### src/rtl/message_scroller_if.sv
// Bundle of the scroller's control inputs and display-window outputs.
// The slave side is the scroller itself; the master side drives button,
// auto-scroll enable and direction, and observes the window.
interface message_scroller_if;
  logic        button;
  logic        auto_en;
  logic        dir;
  logic [15:0] chars;
  logic [3:0]  ptr;
  logic        step_pulse;

  modport master (
    output button, auto_en, dir,
    input  chars, ptr, step_pulse
  );

  modport slave (
    input  button, auto_en, dir,
    output chars, ptr, step_pulse
  );
endinterface

### src/rtl/message_scroller.sv
// Message scroller: presents a 4-character window of a fixed message to the
// LED display path. The window moves one position per debounced button press
// or per auto-scroll timer tick, forward or backward, wrapping at both ends.
module message_scroller #(
  parameter int          MSG_LEN         = 16,
  parameter logic [63:0] MESSAGE         = 64'hFEDCBA9876543210,
  parameter int          DEBOUNCE_CYCLES = 4,
  parameter int          AUTO_PERIOD     = 16
) (
  input  logic              clk,
  input  logic              reset,
  message_scroller_if.slave bus
);

  localparam int                CNT_W       = (DEBOUNCE_CYCLES > 1) ? $clog2(DEBOUNCE_CYCLES) : 1;
  localparam logic [CNT_W-1:0]  CNT_LAST    = CNT_W'(DEBOUNCE_CYCLES - 1);
  localparam int                TMR_W       = $clog2(AUTO_PERIOD);
  localparam logic [TMR_W-1:0]  TMR_LAST    = TMR_W'(AUTO_PERIOD - 1);
  localparam logic [3:0]        PTR_LAST    = 4'(MSG_LEN - 1);
  // Window at ptr=0; MSG_LEN is at least 4, so no wrap is involved here.
  localparam logic [15:0]       RESET_CHARS = {MESSAGE[3:0], MESSAGE[7:4],
                                               MESSAGE[11:8], MESSAGE[15:12]};

  // Forward neighbour of an index, wrapping at the end of the message.
  function automatic logic [3:0] ptr_inc(input logic [3:0] p);
    return (p == PTR_LAST) ? 4'd0 : p + 4'd1;
  endfunction

  // Backward neighbour of an index, wrapping at the start of the message.
  function automatic logic [3:0] ptr_dec(input logic [3:0] p);
    return (p == 4'd0) ? PTR_LAST : p - 4'd1;
  endfunction

  // Character code stored at a message index.
  function automatic logic [3:0] char_at(input logic [3:0] idx);
    return MESSAGE[{idx, 2'b00} +: 4];
  endfunction

  // Four consecutive characters starting at p, leftmost digit first.
  function automatic logic [15:0] window(input logic [3:0] p);
    logic [3:0] p1;
    logic [3:0] p2;
    logic [3:0] p3;
    p1 = ptr_inc(p);
    p2 = ptr_inc(p1);
    p3 = ptr_inc(p2);
    return {char_at(p), char_at(p1), char_at(p2), char_at(p3)};
  endfunction

  logic             s1_q;
  logic             s2_q;
  logic             deb_level_q, deb_level_d;
  logic [CNT_W-1:0] deb_cnt_q,   deb_cnt_d;
  logic             deb_prev_q;
  logic [TMR_W-1:0] tmr_q,       tmr_d;
  logic [3:0]       ptr_q,       ptr_d;
  logic [15:0]      chars_q,     chars_d;
  logic             step_q,      step_d;
  logic             press_s;
  logic             tick_s;

  // Accept a new button level only after it has differed on DEBOUNCE_CYCLES consecutive edges.
  always_comb begin
    deb_level_d = deb_level_q;
    deb_cnt_d   = {CNT_W{1'b0}};
    if (s2_q != deb_level_q) begin
      if (deb_cnt_q == CNT_LAST) begin
        deb_level_d = s2_q;
        deb_cnt_d   = {CNT_W{1'b0}};
      end else begin
        deb_cnt_d   = deb_cnt_q + CNT_W'(1);
      end
    end else begin
      deb_cnt_d = {CNT_W{1'b0}};
    end
  end

  // Press on the debounced rising level, tick at the end of each auto period, and the resulting step/window.
  always_comb begin
    press_s = deb_level_q & ~deb_prev_q;
    tick_s  = bus.auto_en & (tmr_q == TMR_LAST);
    step_d  = press_s | tick_s;
    // A manual press restarts the auto period; disabling auto holds the timer at zero.
    if (!bus.auto_en || press_s || tick_s) begin
      tmr_d = {TMR_W{1'b0}};
    end else begin
      tmr_d = tmr_q + TMR_W'(1);
    end
    if (step_d) begin
      if (bus.dir) begin
        ptr_d = ptr_dec(ptr_q);
      end else begin
        ptr_d = ptr_inc(ptr_q);
      end
    end else begin
      ptr_d = ptr_q;
    end
    chars_d = window(ptr_d);
  end

  // State registers: synchroniser, debounce, edge history, timer and the registered window outputs.
  always_ff @(posedge clk or negedge reset) begin
    if (!reset) begin
      s1_q        <= 1'b0;
      s2_q        <= 1'b0;
      deb_level_q <= 1'b0;
      deb_cnt_q   <= {CNT_W{1'b0}};
      deb_prev_q  <= 1'b0;
      tmr_q       <= {TMR_W{1'b0}};
      ptr_q       <= 4'd0;
      chars_q     <= RESET_CHARS;
      step_q      <= 1'b0;
    end else begin
      s1_q        <= bus.button;
      s2_q        <= s1_q;
      deb_level_q <= deb_level_d;
      deb_cnt_q   <= deb_cnt_d;
      deb_prev_q  <= deb_level_q;
      tmr_q       <= tmr_d;
      ptr_q       <= ptr_d;
      chars_q     <= chars_d;
      step_q      <= step_d;
    end
  end

  assign bus.chars      = chars_q;
  assign bus.ptr        = ptr_q;
  assign bus.step_pulse = step_q;

endmodule

### src/flat_wrapper.sv
// flat-port wrapper written by rule: the top's interface ports become plain ports
module message_scroller_flat 
#(
  parameter int          MSG_LEN         = 16,
  parameter logic [63:0] MESSAGE         = 64'hFEDCBA9876543210,
  parameter int          DEBOUNCE_CYCLES = 4,
  parameter int          AUTO_PERIOD     = 16
)
  (clk, reset, bus_button, bus_auto_en, bus_dir, bus_chars, bus_ptr, bus_step_pulse);
  message_scroller_if bus_i ();
  input  logic clk;
  input  logic reset;
  input wire logic [$bits(bus_i.button)-1:0] bus_button;
  input wire logic [$bits(bus_i.auto_en)-1:0] bus_auto_en;
  input wire logic [$bits(bus_i.dir)-1:0] bus_dir;
  output wire logic [$bits(bus_i.chars)-1:0] bus_chars;
  output wire logic [$bits(bus_i.ptr)-1:0] bus_ptr;
  output wire logic [$bits(bus_i.step_pulse)-1:0] bus_step_pulse;
  assign bus_i.button = bus_button;
  assign bus_i.auto_en = bus_auto_en;
  assign bus_i.dir = bus_dir;
  assign bus_chars = bus_i.chars;
  assign bus_ptr = bus_i.ptr;
  assign bus_step_pulse = bus_i.step_pulse;
  message_scroller #(.MSG_LEN(MSG_LEN), .MESSAGE(MESSAGE), .DEBOUNCE_CYCLES(DEBOUNCE_CYCLES), .AUTO_PERIOD(AUTO_PERIOD)) u_core (.clk(clk), .reset(reset), .bus(bus_i));
endmodule
### config.mk
export PLATFORM = sky130hd
export DESIGN_NAME = message_scroller_flat
export DESIGN_NICKNAME = d
export VERILOG_FILES = /design/src/rtl/message_scroller_if.sv /design/src/rtl/message_scroller.sv /design/src/flat_wrapper.sv
export SDC_FILE = /design/constraint.sdc
export NUM_CORES = 1
export LEC_CHECK = 0
export BUFFER_PORTS_ARGS = -buffer_cell sky130_fd_sc_hd__buf_2
export CORE_ASPECT_RATIO = 1.5
export CORE_MARGIN = 1.5
export CORE_UTILIZATION = 50
export CTS_CLUSTER_DIAMETER = 30
export CTS_CLUSTER_SIZE = 24
export DETAILED_ROUTE_END_ITERATION = 6
export GPL_TIMING_DRIVEN = 0
export PLACE_DENSITY = 0.74
export SETUP_SLACK_MARGIN = 0.4
export SLEW_MARGIN = 30
export SYNTH_ARGS = -nofsm -noshare
export SYNTH_HDL_FRONTEND = slang
export SYNTH_SLANG_ARGS = --single-unit
export TNS_END_PERCENT = 100
### constraint.sdc
create_clock -name clk -period 6.8 [get_ports clk]
set_input_delay 0.68 -clock clk [delete_from_list [all_inputs] [get_ports clk]]
set_output_delay 0.68 -clock clk [all_outputs]
set_load 0.05 [all_outputs]
**Word level (Yosys, flattened, before mapping)**

Index checks and enable logic that the tools add are counted.

- Multiply operators: 0
- Bitwise operators: 4
- Magnitude comparators: 0
- $add $sub $neg: 7
- Muxes and demuxes: 10
- Shifts and indexed selects: 4
- Eq/ne operators: 7
- Reductions and logical operators: 5
- Divide/modulo/power cells: 0

Operator list:

| operator | count |
|---|---|
| variable part select 64 x 7 -> 4 bit (first input constant) | 4 |
| 2-to-1 mux 4 bit | 8 |
| adder 4 x 1 -> 4 bit (second input constant) | 5 |
| == test 4 bit (second input constant) | 5 |
| zero test 4 bit | 1 |
| 2-to-1 mux 2 bit | 2 |
| subtractor 4 x 1 -> 4 bit (second input constant) | 1 |
| adder 2 x 1 -> 2 bit (second input constant) | 1 |
| AND 1 bit | 2 |
| == test 2 bit (second input constant) | 1 |
| logical OR 1 bit | 2 |
| AND reduction 2 bit | 1 |
| zero test 1 bit | 1 |
| != test 1 bit | 1 |
| NOT 1 bit | 1 |
| OR 1 bit | 1 |

- Output and inout bits: 21
- Bits in read-only memories: 0
- Logic and storage cells: 46
- Latch bits: 0
- Flip-flop bits (word level): 31
- Memories: 0
- Input port bits: 5
- Memory bits (writable): 0

**Logic depth before layout (Yosys ltp)**

- Depth after elaboration: 11
- Mapped depth: 14
- Depth with buffers taken out: 14

**Least setup slack after synthesis**

Ideal clock, no wire load.

- Path kind: register to register
- From: register u_core.ptr_q[0], in the netlist u_core.bus.ptr[0]
- To: register u_core.chars_q[3], in the netlist u_core.bus.chars[3]
- Data arrival time: 3.084 ns
- Data required time: 6.675 ns
- Setup slack: 3.591 ns
- Stages on the path, launching flop included: 14
- Path buffers: 0
- Setup time: 0.125 ns
- Clock period less this slack: 3.209 ns
- Cell sequence: dfrtp_1 > inv_1 > ha_1 > xor2_1 > nand2_1 > o21ai_0 > ha_1 > xor2_1 > ha_1 > inv_1 > or2_2 > o21ai_0 > mux2_4 > mux2_4

- Word-level cells in the longest chain between the ends: 11
- Elaborated cells between the ends (all ways): 18
- Classes of those cells: add/sub (5); eq/ne (4); shift (1); mux (7); reduce/logical (1)

RTL lines:

| element | RTL line | text |
|---|---|---|
| start, declared | message_scroller.sv:56 | `logic [3:0] ptr_q, ptr_d;` |
| start signal, assigned | message_scroller.sv:120 | `ptr_q <= ptr_d;` |
| adder 4 x 1 -> 4 bit, or another cell as far along | message_scroller.sv:26 | `return (p == PTR_LAST) ? 4'd0 : p + 4'd1;` |
| 2-to-1 mux 4 bit (on tied branches) | message_scroller.sv:26, message_scroller.sv:31 |  |
| 2-to-1 mux 4 bit | message_scroller.sv:90 | `if (bus.dir) begin` |
| 2-to-1 mux 4 bit * | message_scroller.sv:89 | `if (step_d) begin` |
| adder 4 x 1 -> 4 bit / == test 4 bit (equally long branches) | message_scroller.sv:26 |  |
| 2-to-1 mux 4 bit * | message_scroller.sv:26 |  |
| adder 4 x 1 -> 4 bit / == test 4 bit (equally long branches) | message_scroller.sv:26 |  |
| 2-to-1 mux 4 bit * | message_scroller.sv:26 |  |
| adder 4 x 1 -> 4 bit / == test 4 bit (equally long branches) | message_scroller.sv:26 |  |
| 2-to-1 mux 4 bit * | message_scroller.sv:26 |  |
| variable part select 64 x 7 -> 4 bit * | message_scroller.sv:36 | `return MESSAGE[{idx, 2'b00} +: 4];` |
| via u_core.chars_d[3] | message_scroller.sv:57 | `logic [15:0] chars_q, chars_d;` |
| end signal, assigned | message_scroller.sv:121 | `chars_q <= chars_d;` |
| end, declared | message_scroller.sv:57 |  |

Mark *: on every way through the listed nets, which the timed path passes. The rest lies on a longest branch.
A chain may end at the register's enable or synchronous reset.

**Final worst setup path**

- From: register u_core.tmr_q[0]
- To: register u_core.chars_q[3], in the netlist u_core.bus.chars[3]

- Word-level cells in the longest chain between the ends: 11
- Elaborated cells between the ends (all ways): 14
- Classes of those cells: add/sub (3); eq/ne (4); shift (1); mux (4); bitwise (2)

RTL lines:

| element | RTL line | text |
|---|---|---|
| start, declared | message_scroller.sv:55 | `logic [TMR_W-1:0] tmr_q, tmr_d;` |
| start signal, assigned | message_scroller.sv:109 | `tmr_q <= {TMR_W{1'b0}};` |
| start signal, assigned | message_scroller.sv:119 | `tmr_q <= tmr_d;` |
| == test 4 bit * | message_scroller.sv:81 | `tick_s = bus.auto_en & (tmr_q == TMR_LAST);` |
| AND 1 bit * | message_scroller.sv:81 |  |
| OR 1 bit * | message_scroller.sv:82 | `step_d = press_s \| tick_s;` |
| via u_core.step_d | message_scroller.sv:58 | `logic step_q, step_d;` |
| 2-to-1 mux 4 bit * | message_scroller.sv:89 |  |
| adder 4 x 1 -> 4 bit / == test 4 bit (equally long branches) | message_scroller.sv:26 |  |
| 2-to-1 mux 4 bit * | message_scroller.sv:26 |  |
| adder 4 x 1 -> 4 bit / == test 4 bit (equally long branches) | message_scroller.sv:26 |  |
| 2-to-1 mux 4 bit * | message_scroller.sv:26 |  |
| adder 4 x 1 -> 4 bit / == test 4 bit (equally long branches) | message_scroller.sv:26 |  |
| 2-to-1 mux 4 bit * | message_scroller.sv:26 |  |
| variable part select 64 x 7 -> 4 bit * | message_scroller.sv:36 |  |
| via u_core.chars_d[3] | message_scroller.sv:57 |  |

Marks and branches as above.

==> flow_metrics.tcl <==
set metrics [dict create \
    outcome "finished, violations left" \
    violations "design-rule violations" \
    tightest_slew_ps 706 \
    ctsRootBufferMaster "clkbuf_4" \
    crit_path_max_incr_delay_ps 570 \
    die_h_um 65.3 \
    cpMostUsedCell "ha_1" \
    setup_viol 0 \
    dr_total_vias 857 \
    io_buffers 24 \
    cts_hold_buffers 0 \
    htreeDepth 1 \
    synth_edf_count 0 \
    worstPathCellList "ha_1, nand4_1, and2_4, inv_1, o21ai_0, ha_1, xor2_1, ha_1, inv_1, or2_2, o21ai_0, mux2_4, mux2_4" \
    wl_mm 2.22 \
    fin_skew_ps 4.32 \
    n_fill_cell 205 \
    fin_crit_sh 0.513 \
    drtIter0Drc 13 \
    relSlewSlack 0.524 \
    start_util 0.528 \
    die_x_um 44.5 \
    cts_sinks 26 \
    path_class "reg -> reg" \
    synth_cell_types 37 \
    rows 22 \
    coreArea_um2 2450 \
    clk_latency_ps 310 \
    rrSetupSlack_ps 3310 \
    grt_first_pass_wirelength_mm 3.86 \
    crit_path_start_kind "register" \
    cp_max_fo 6 \
    crit_arrival_ps 3700 \
    multiInputGateArea_um2 552 \
    cts_tree "done" \
    post_cts_buffers 0 \
    yosys.area.top_type "dfrtp_1" \
    synth_nets 123 \
    slew_violations 0 \
    netlist_instances 108 \
    cp_data_required_time_ps 7010 \
    synthTopCellsByArea "dfrtp_1 (45%), ha_1 (9.7%), dfstp_2 (6.1%), buf_4 (2.9%), inv_1 (2.9%)" \
    end_kind "register" \
    syn_avg_cell_area_um2 12.0 \
    dp_hpwl_mm 1.70 \
    period_minus_slack_ps 3490 \
    clock_path_buffers 2 \
    hold_violations 0 \
    drive_gt1_frac 0.346 \
    grt_max_degree 27 \
    ant_nets 0 \
    async_reset_ff_frac 1.00 \
    critPathSlowestCell "o21ai_0" \
    ys_top_cells_by_count "dfrtp_1 (23), ha_1 (10), inv_1 (10)" \
    diodes 0 \
    place_congestion 0.744 \
    dieArea_um2 2910 \
    fin_nets 152 \
    synth_top_area_share 0.445 \
    path_clk_slew_ps 140 \
    syn_area_um2 1290 \
    drc_errors 3 \
    drt_pre_antenna_iters 6 \
    reg2reg_depth 13 \
    yosysMostFrequentCell "dfrtp_1" \
    fin_util 0.610 \
    grt_pass1_vias 907 \
    grt_setup_unrepaired "false" \
    grt_usage 0.178 \
    antenna_found_initial 0 \
    yosysWarningCount 0 \
    r2r_end "u_core.bus.chars[3]$_DFF_PN0_" \
    ys_seq_elements 26 \
    seq_area_um2 654 \
    r2r_start "u_core.tmr_q[0]$_DFF_PN0_" \
    via_per_inst 5.36 \
    cts_buffers 3 \
    yosys_most_used_dff "dfrtp_1" \
    avgRoutedWirePerCell_um 13.9 \
    final.setup.tns_ps 0 \
    io_pins 26 \
    cts_resized 0 \
    worst-path-buf-inv 2 \
    seq_area_frac_synth 0.506 \
    maxCapViolCount 0 \
    max_freq_mhz 287 \
    hp-class "in -> async" \
    area_delta_synth_final_pct 15.7 \
    cp_top_family "adder cells" \
    overflow 0 \
]
[cells in the final DEF (no fill, tap or decap), drive strengths merged, types with 2 or more instances in the layout]
| cell type | n |
|---|---|
| nor3b | 2 |
| ha | 10 |
| mux2i | 3 |
| dfstp | 3 |
| or2 | 2 |
| xnor2 | 4 |
| inv | 10 |
| nand3 | 2 |
| clkbuf | 3 |
| and3 | 2 |
| nor2 | 3 |
| buf | 30 |
| nor3 | 2 |
| o21ai | 2 |
| xor2 | 3 |
| a21oi | 6 |
| nor2b | 2 |
| nand2 | 6 |
| o311ai | 2 |
| mux2 | 3 |
| dfrtp | 23 |
[layer usage]
| metal | vias up | share of wire | track usage |
|---|---|---|---|
| li1 | 418 | - | - |
| met1 | 423 | 0.39 | 0.189 |
| met2 | 12 | 0.57 | 0.324 |
| met3 | 4 | 0.014 | 0.0247 |
| met4 | 0 | 0.023 | 0.0909 |
| met5 | - | 0 | 0 |
[flip-flops by register name, indices dropped and copies added (netlist names)]
register	count
u_core.deb_cnt_q	2
u_core.bus.step_pulse	1
u_core.s1_q	1
u_core.deb_level_q	1
u_core.s2_q	1
u_core.bus.ptr	3
u_core.bus.chars	12
u_core.deb_prev_q	1
u_core.tmr_q	4
[how the worst max path moves through the flow]
stage	startpoint	endpoint	slack, ps	cells after the start
6_report	u_core.tmr_q[0]$_DFF_PN0_	u_core.bus.chars[3]$_DFF_PN0_	3310	13
5_1_grt	u_core.tmr_q[0]$_DFF_PN0_	u_core.bus.chars[3]$_DFF_PN0_	3010	13
4_1_cts	u_core.tmr_q[0]$_DFF_PN0_	u_core.bus.chars[3]$_DFF_PN0_	3300	13
3_5_place_dp	bus_auto_en	u_core.bus.chars[3]$_DFF_PN0_	3160	13
3_3_place_gp	bus_auto_en	u_core.bus.chars[3]$_DFF_PN0_	3190	13
2_1_floorplan	u_core.bus.ptr[0]$_DFF_PN0_	u_core.bus.chars[3]$_DFF_PN0_	3590	13
[area by class of cell]
type                       instances  area share
multi-input combinational         66       0.369
inverter                          10      0.0251
timing repair buffer              24      0.0803
tap                               24      0.0201
buffer                             6      0.0326
clock inverter                     1      0.0201
clock buffer                       3      0.0151
sequential                        26       0.438
[logic make-up after synthesis]
group	count (synthesis)	share of synthesized area
AOI/OAI and AO/OA	15	0.0930
xor gates and xnor gates	7	0.0533
adders and majority gates	11	0.105
buffers and inverters	16	0.0668
DFF	26	0.506
muxes	6	0.0552
and+or+nand+nor	27	0.121
[per-stage QoR]
stage | cells | hold WS (ps) | setup WS, ps | cell area [µm²]
floorplan | 108 | 331 | 3590 | 1290
global placement | 156 | 333 | 3190 | 1440
detailed placement | 156 | 344 | 3160 | 1440
CTS | 160 | 348 | 3300 | 1500
global route | 160 | 361 | 3010 | 1500
finish | 160 | 330 | 3310 | 1500
Power is not shown: default switching activity piles up to over one toggle a cycle in this logic, so the estimate is an artifact.
